### config.mk
export PLATFORM = sky130hd
export DESIGN_NAME = mem_access_ctrl
export DESIGN_NICKNAME = d
export VERILOG_FILES = /design/src/rtl/mem_access_ctrl.sv
export SDC_FILE = /design/constraint.sdc
export NUM_CORES = 1
export LEC_CHECK = 0
export BUFFER_PORTS_ARGS = -buffer_cell sky130_fd_sc_hd__buf_2
export CORE_ASPECT_RATIO = 1.25
export CORE_MARGIN = 4
export CORE_UTILIZATION = 36
export DETAILED_ROUTE_END_ITERATION = 8
export PLACE_DENSITY = 0.64
export REMOVE_ABC_BUFFERS = 1
export SYNTH_ARGS = -nofsm -noshare
export SYNTH_HDL_FRONTEND = slang
export SYNTH_SLANG_ARGS = --single-unit
export TNS_END_PERCENT = 1
### constraint.sdc
create_clock -name clk -period 3.85 [get_ports clk]
set_input_delay 0.385 -clock clk [delete_from_list [all_inputs] [get_ports clk]]
set_output_delay 0.385 -clock clk [all_outputs]
set_load 0.005 [all_outputs]
### src/rtl/mem_access_ctrl.sv
`default_nettype none
// ============================================================================
// Module   : mem_access_ctrl
// Purpose  : Splits a 32-bit MEM-stage load/store into two 16-bit SRAM phases
//            (low then high half-word), each held for WAIT_CYCLES+1 cycles.
// Revision : 1.0 - initial release
// ============================================================================
module mem_access_ctrl #(
    parameter int WAIT_CYCLES = 2
) (
    input  logic        clk,
    input  logic        rst,
    input  logic        MEM_R_en,
    input  logic        MEM_W_en,
    input  logic [31:0] address,
    input  logic [31:0] wdata,
    output logic [31:0] rdata,
    output logic        ready,
    output logic        freeze,
    output logic [17:0] SRAM_ADDR,
    output logic [15:0] SRAM_DQ_out,
    output logic        SRAM_DQ_oe,
    input  logic [15:0] SRAM_DQ_in,
    output logic        SRAM_WE_N
);

    localparam logic [3:0] c_WAIT = 4'(WAIT_CYCLES);

    typedef enum logic [1:0] {
        S_IDLE = 2'd0,
        S_LOW  = 2'd1,
        S_HIGH = 2'd2,
        S_DONE = 2'd3
    } state_t;

    state_t      r_state;
    state_t      w_state_nxt;
    logic [3:0]  r_cnt;
    logic [3:0]  w_cnt_nxt;
    logic        r_write;
    logic [16:0] r_addr;
    logic [31:0] r_wdata;
    logic        r_last_half;
    logic        w_req;
    logic        w_in_phase;
    logic        w_phase_end;
    logic        w_half;
    logic        w_unused;

    assign w_unused = ^{address[31:19], address[1:0]};

    always_comb begin
        w_state_nxt = r_state;
        w_cnt_nxt   = r_cnt;
        w_req       = MEM_R_en | MEM_W_en;
        w_in_phase  = (r_state == S_LOW) || (r_state == S_HIGH);
        w_phase_end = w_in_phase && (r_cnt == c_WAIT);
        case (r_state)
            S_IDLE: begin
                if (w_req) begin
                    w_state_nxt = S_LOW;
                    w_cnt_nxt   = 4'd0;
                end
            end
            S_LOW: begin
                if (w_phase_end) begin
                    w_state_nxt = S_HIGH;
                    w_cnt_nxt   = 4'd0;
                end else begin
                    w_cnt_nxt = r_cnt + 4'd1;
                end
            end
            S_HIGH: begin
                if (w_phase_end) begin
                    w_state_nxt = S_DONE;
                    w_cnt_nxt   = 4'd0;
                end else begin
                    w_cnt_nxt = r_cnt + 4'd1;
                end
            end
            default: begin
                w_state_nxt = S_IDLE;
                w_cnt_nxt   = 4'd0;
            end
        endcase
    end

    always_ff @(posedge clk) begin
        if (!rst) begin
            r_state     <= S_IDLE;
            r_cnt       <= 4'd0;
            r_write     <= 1'b0;
            r_addr      <= 17'd0;
            r_wdata     <= 32'd0;
            r_last_half <= 1'b0;
            rdata       <= 32'd0;
        end else begin
            r_state <= w_state_nxt;
            r_cnt   <= w_cnt_nxt;
            // Write wins when both requests are raised together
            if (r_state == S_IDLE && w_req) begin
                r_write <= MEM_W_en;
                r_addr  <= address[18:2];
                r_wdata <= wdata;
            end
            if (r_state == S_HIGH) begin
                r_last_half <= 1'b1;
            end
            if (!r_write && w_phase_end) begin
                if (r_state == S_LOW) begin
                    rdata[15:0] <= SRAM_DQ_in;
                end else begin
                    rdata[31:16] <= SRAM_DQ_in;
                end
            end
        end
    end

    // Outside the two phases the address bus keeps the last half-word driven
    always_comb begin
        w_half = r_last_half;
        if (r_state == S_LOW) begin
            w_half = 1'b0;
        end else if (r_state == S_HIGH) begin
            w_half = 1'b1;
        end
    end

    assign SRAM_ADDR   = {r_addr, w_half};
    assign ready       = (r_state == S_DONE);
    assign freeze      = w_req & ~ready;
    assign SRAM_DQ_oe  = r_write & w_in_phase;
    // Strobe released on the last cycle of each phase so data is held past WE_N rise
    assign SRAM_WE_N   = ~(SRAM_DQ_oe && (r_cnt < c_WAIT || c_WAIT == 4'd0));
    assign SRAM_DQ_out = !SRAM_DQ_oe         ? 16'h0000 :
                         (r_state == S_HIGH) ? r_wdata[31:16] : r_wdata[15:0];

endmodule
`default_nettype wire

=== Yosys cells after proc, flatten, opt, wreduce, memory -nomap -nowiden ===
Cells that the tools add are included.

* Flip-flop bits (word level): 89
* Latch bits: 0
* Bits in writable memories: 0
* Memory bits (read-only): 0
* Logic and storage cells: 45
* Memories kept: 0

* Add/subtract/negate cells: 1
* Multipliers: 0
* Div/mod/pow operators: 0
* Order comparisons: 1
* Equal/unequal tests: 7
* Shift operators: 0
* Multiplexer cells: 11
* Bitwise logic cells: 6
* Reductions and logical operators: 11

{| class="wikitable"
|+ Operators with widths
! kind !! number
|-
| two-way mux 16 bit || 2
|-
| two-way mux 4 bit || 2
|-
| one-hot mux 4 bit (2 select lines) || 1
|-
| two-way mux 2 bit || 3
|-
| != test 2 bit, second input constant || 3
|-
| one-hot mux 2 bit (3 select lines) || 1
|-
| adder 4 x 1 -> 4 bit, second input constant || 1
|-
| equality test 2 bit, second input constant || 2
|-
| equality test 4 x 2 -> 1 bit, second input constant || 1
|-
| logical AND 1 bit || 4
|-
| less-than comparator 4 x 2 -> 1 bit, second input constant || 1
|-
| AND reduction 2 bit || 2
|-
| NOT 1 bit || 3
|-
| AND reduction 3 bit || 1
|-
| bitwise AND 1 bit || 2
|-
| equality test 2 x 1 -> 1 bit, second input constant || 1
|-
| logical NOT 2 bit || 1
|-
| two-way mux 1 bit || 2
|-
| OR reduction 2 bit || 1
|-
| logical NOT 1 bit || 1
|-
| logical OR 1 bit || 1
|-
| bitwise OR 1 bit || 1
|}

=== Longest topological paths before layout ===
* Depth after elaboration: 5
* Gate-level depth with buffers: 8
* Mapped depth without buffers: 5

=== Worst setup path before layout ===
OpenSTA, ideal clock, no wires.

* Path kind: register -> output
* Start: register r_state[0]
* End: output SRAM_WE_N
* Data arrival time: 1.560 ns
* Data required time: 3.465 ns
* Setup slack: 1.905 ns
* Cell stages (with the launch flop): 6
* Path buffers: 1
* Path through: dfxtp_1 inv_1 ha_1 buf_4 nand2_1 or4_2

* Cells in the longest elaborated chain, start to end: 5

{| class="wikitable"
|+ RTL lines
! what !! line !! source
|-
| from (decl) || 36 || <nowiki>state_t r_state;</nowiki>
|-
| from (signal assigned) || 98 || <nowiki>r_state <= w_state_nxt;</nowiki>
|-
| equality test 2 x 1 -> 1 bit or equality test 2 bit (tied branches) || 56 || <nowiki>w_in_phase = (r_state == S_LOW) || (r_state == S_HIGH);</nowiki>
|-
| logical OR 1 bit (*) || 56 ||
|-
| bitwise AND 1 bit (*) || 132 || <nowiki>assign SRAM_DQ_oe = r_write & w_in_phase;</nowiki>
|-
| logical AND 1 bit (*) || 134 || <nowiki>assign SRAM_WE_N = ~(SRAM_DQ_oe && (r_cnt < c_WAIT || c_WAIT == 4'd0));</nowiki>
|-
| NOT 1 bit (*) || 134 ||
|-
| to (decl) || 24 || <nowiki>output logic SRAM_WE_N</nowiki>
|}

Every way passes the cells marked *; elsewhere a longest branch is shown, timed or not.

=== Final worst setup path ===
* Start: register r_state[1]
* End: output SRAM_WE_N

Same word-level chain as after synthesis.

==> results.py <==
metrics = {
    "status": {
        "run_status": "finished, final reports clean",
    },
    "global_route": {
        "grt_use_total": 0.152,
        "grt_overflow_total": 0,
        "grt_pass1_wl_um": 14900,
        "grt_pass1_vias": 3237,
        "antenna_found_initial": 0,
        "grt_max_degree": 50,
    },
    "timing": {
        "holdWs_ns": 0.299,
        "drv_slew": 0,
        "rsz0062_at_grt": "false",
        "setup_violations": 0,
        "fin_setup_tns_ns": 0,
        "clock_skew_ns": 0.00696,
        "fin_crit_sh": 0.704,
        "timing.final.crit_period_ns": 2.71,
        "worst_slack_ns": 1.14,
        "max_freq_mhz": 369,
        "hold_viol_final": 0,
        "relSlewSlack": 0.204,
        "worst_pin_slew_ns": 1.19,
    },
    "clock_network": {
        "holdBufCountCts": 0,
        "cts_resized": 0,
        "root_buffer": "clkbuf_16",
        "cts_inserted_buffers": 9,
        "clk_latency_ns": 0.33,
        "cts_buffer_depth": 2,
        "post_cts_buffers": 0,
        "cts_sinks": 89,
        "htreeDepth": 3,
        "path_clk_slew_ns": 0.06,
        "cts_tree": "yes",
    },
    "placed_design": {
        "portBuffers": 138,
        "postPlaceCellArea_um2": 4540,
        "dp_slack_ns": 1.48,
        "hpwlAfterDp_um": 6640,
        "gp_congestion": 0.742,
    },
    "drt": {
        "first_pass_iters": 4,
        "drc_errors": 0,
        "via_per_inst": 4.70,
        "wl_met2_um": 4990,
        "highest_layer": "met4",
        "wl_met3_um": 458,
        "wl_per_cell_um": 13.5,
        "met1Wirelength_um": 3760,
        "first_iter_violations": 86,
        "drtAntennaViolNets": 0,
        "drt-total-wl_um": 9320,
        "vias": 3248,
    },
    "floorplanning": {
        "core.rowCount": 41,
        "design.die.area_um2": 12200,
        "start_util": 0.371,
        "die_x_um": 99.7,
        "core-area_um2": 10200,
        "io_pins": 154,
        "die_y_um": 123,
    },
    "logic_synthesis": {
        "yosysMostFrequentCell": "nand2_1",
        "synthArstFlopShare": 0,
        "synthTopCellsByCount": "nand2_1, dfxtp_1, a21boi_0",
        "synthCells": 432,
        "synth.top_cell.area_share": 0.471,
        "netlist_top_cells_area": "dfxtp_1, nand2_1, mux2i_1",
        "yosysWarnings": 0,
        "synth-edff-count": 0,
        "synth_area_per_cell_um2": 8.76,
        "yosys_most_used_dff": "dfxtp_1",
        "synth_seq_area_share": 0.471,
        "syn_area_um2": 3780,
        "yosysTopAreaCell": "dfxtp_1",
        "synth_cell_type_count": 30,
        "ys_seq_elements": 89,
    },
    "worst_setup_path": {
        "cp.arrival_ns": 2.33,
        "worstSetupStartpointType": "register",
        "critPathMaxFanout": 18,
        "required_ns": 3.46,
        "endpoint_kind": "output port",
        "crit_type": "register to output port",
    },
    "cells_and_area": {
        "final_util": 0.473,
        "drive_above_1_share": 0.294,
        "diodes": 0,
        "areaGrowthSynthToFinish_pct": 27.7,
        "finish.instance_area_um2": 4830,
        "nets": 648,
    },
    "power": {
        "pwr_density_cell_nw_per_um2": 590,
        "ir_worst_vdd_mv": 0.397,
        "static-leakage-power_nw": 2.25,
    },
    "flow_run": {
        "drv_cap": 0,
    },
    "hold_path": {
        "min_path_type": "input pin to register",
    },
}
logic make-up (layout without fill, tap and decap cells):
family / Yosys count / in the layout / synth area share
fa+ha+maj: 7 / 7 / 0.0231
mux: 50 / 50 / 0.132
buf+inv: 35 / 165 / 0.0463
compound gates: 60 / 60 / 0.117
flops: 89 / 89 / 0.471
simple gates: 191 / 191 / 0.211
state kept, by name (all words and copies together) (netlist names):
signal,flops
r_wdata,32
r_state,2
r_addr,17
r_last_half,1
rdata,32
r_cnt,4
r_write,1
cell type report:
class                           instances  area [µm²]
Tap cell                              129         161
Inverter                                5        18.8
Sequential cell                        89        1780
Timing Repair Buffer                  144         736
Multi-Input combinational cell        308        1850
Clock inverter                          3        40.0
Fill cell                            1002        5380
Clock buffer                           13         250
where the power goes:
part / leakage, nW / internal, W / total [W] / switching (W)
clock: 0.144 / 0.000519 / 0.000851 / 0.000332
sequential: 0.727 / 0.00107 / 0.00116 / 0.0000840
combinational: 1.37 / 0.000337 / 0.000843 / 0.000506
total: 2.25 / 0.00193 / 0.00285 / 0.000922
worst max-delay path: stages (launching register included):
cell and delay, ns:
dfxtp_1 0.40, inv_1 0.09, ha_1 0.47, nand2_1 0.09
buf_4 0.22, or4_2 0.57, buf_2 0.15
placed cells by master (no fill, tap or decap):
cell and count:
mux2i_1 50, nor3b_1 2, nand3b_1 2, o21a_1 1, or2_2 2, nor2_1 20, nand3_1 1, clkbuf_1 3
nor3_4 1, ha_1 7, o21ai_0 1, a21oi_1 2, o211ai_1 1, dfxtp_1 89, nand4bb_4 1, or3_1 1
inv_1 5, or4_2 1, clkinv_2 2, nand2_1 155, buf_4 6, bufinv_16 1, o32ai_1 1, o21ai_4 1
or3b_1 1, buf_2 138, clkbuf_8 1, a21boi_0 53, nor2b_1 2, clkbuf_16 9, or4b_2 2
final timing paths:
path	end	slack (ns)	from	depth (start not counted)
min	r_wdata[23]$_SDFFE_PN0P_	0.30	wdata[23]	3
max	SRAM_WE_N	1.14	r_state[1]$_SDFFE_PN0P_	6
max reg2reg	rdata[14]$_SDFFE_PN0P_	1.50	r_state[1]$_SDFFE_PN0P_	5
min reg2reg	rdata[19]$_SDFFE_PN0P_	0.45	rdata[19]$_SDFFE_PN0P_	2
layer usage:
layer  vias up  global-route usage
met5         -                   0
met4         0              0.0572
met3         6              0.0426
met2        59               0.271
met1      1531               0.171
li1       1652                   -
stage by stage:
step / instances / power [W]
after floorplan: 402 / 0.00171
after global placement: 675 / 0.00201
after detailed placement: 675 / 0.00204
after CTS: 691 / 0.00290
after global routing: 691 / 0.00306
final: 691 / 0.00285
Power figures use the tool's default switching activity.
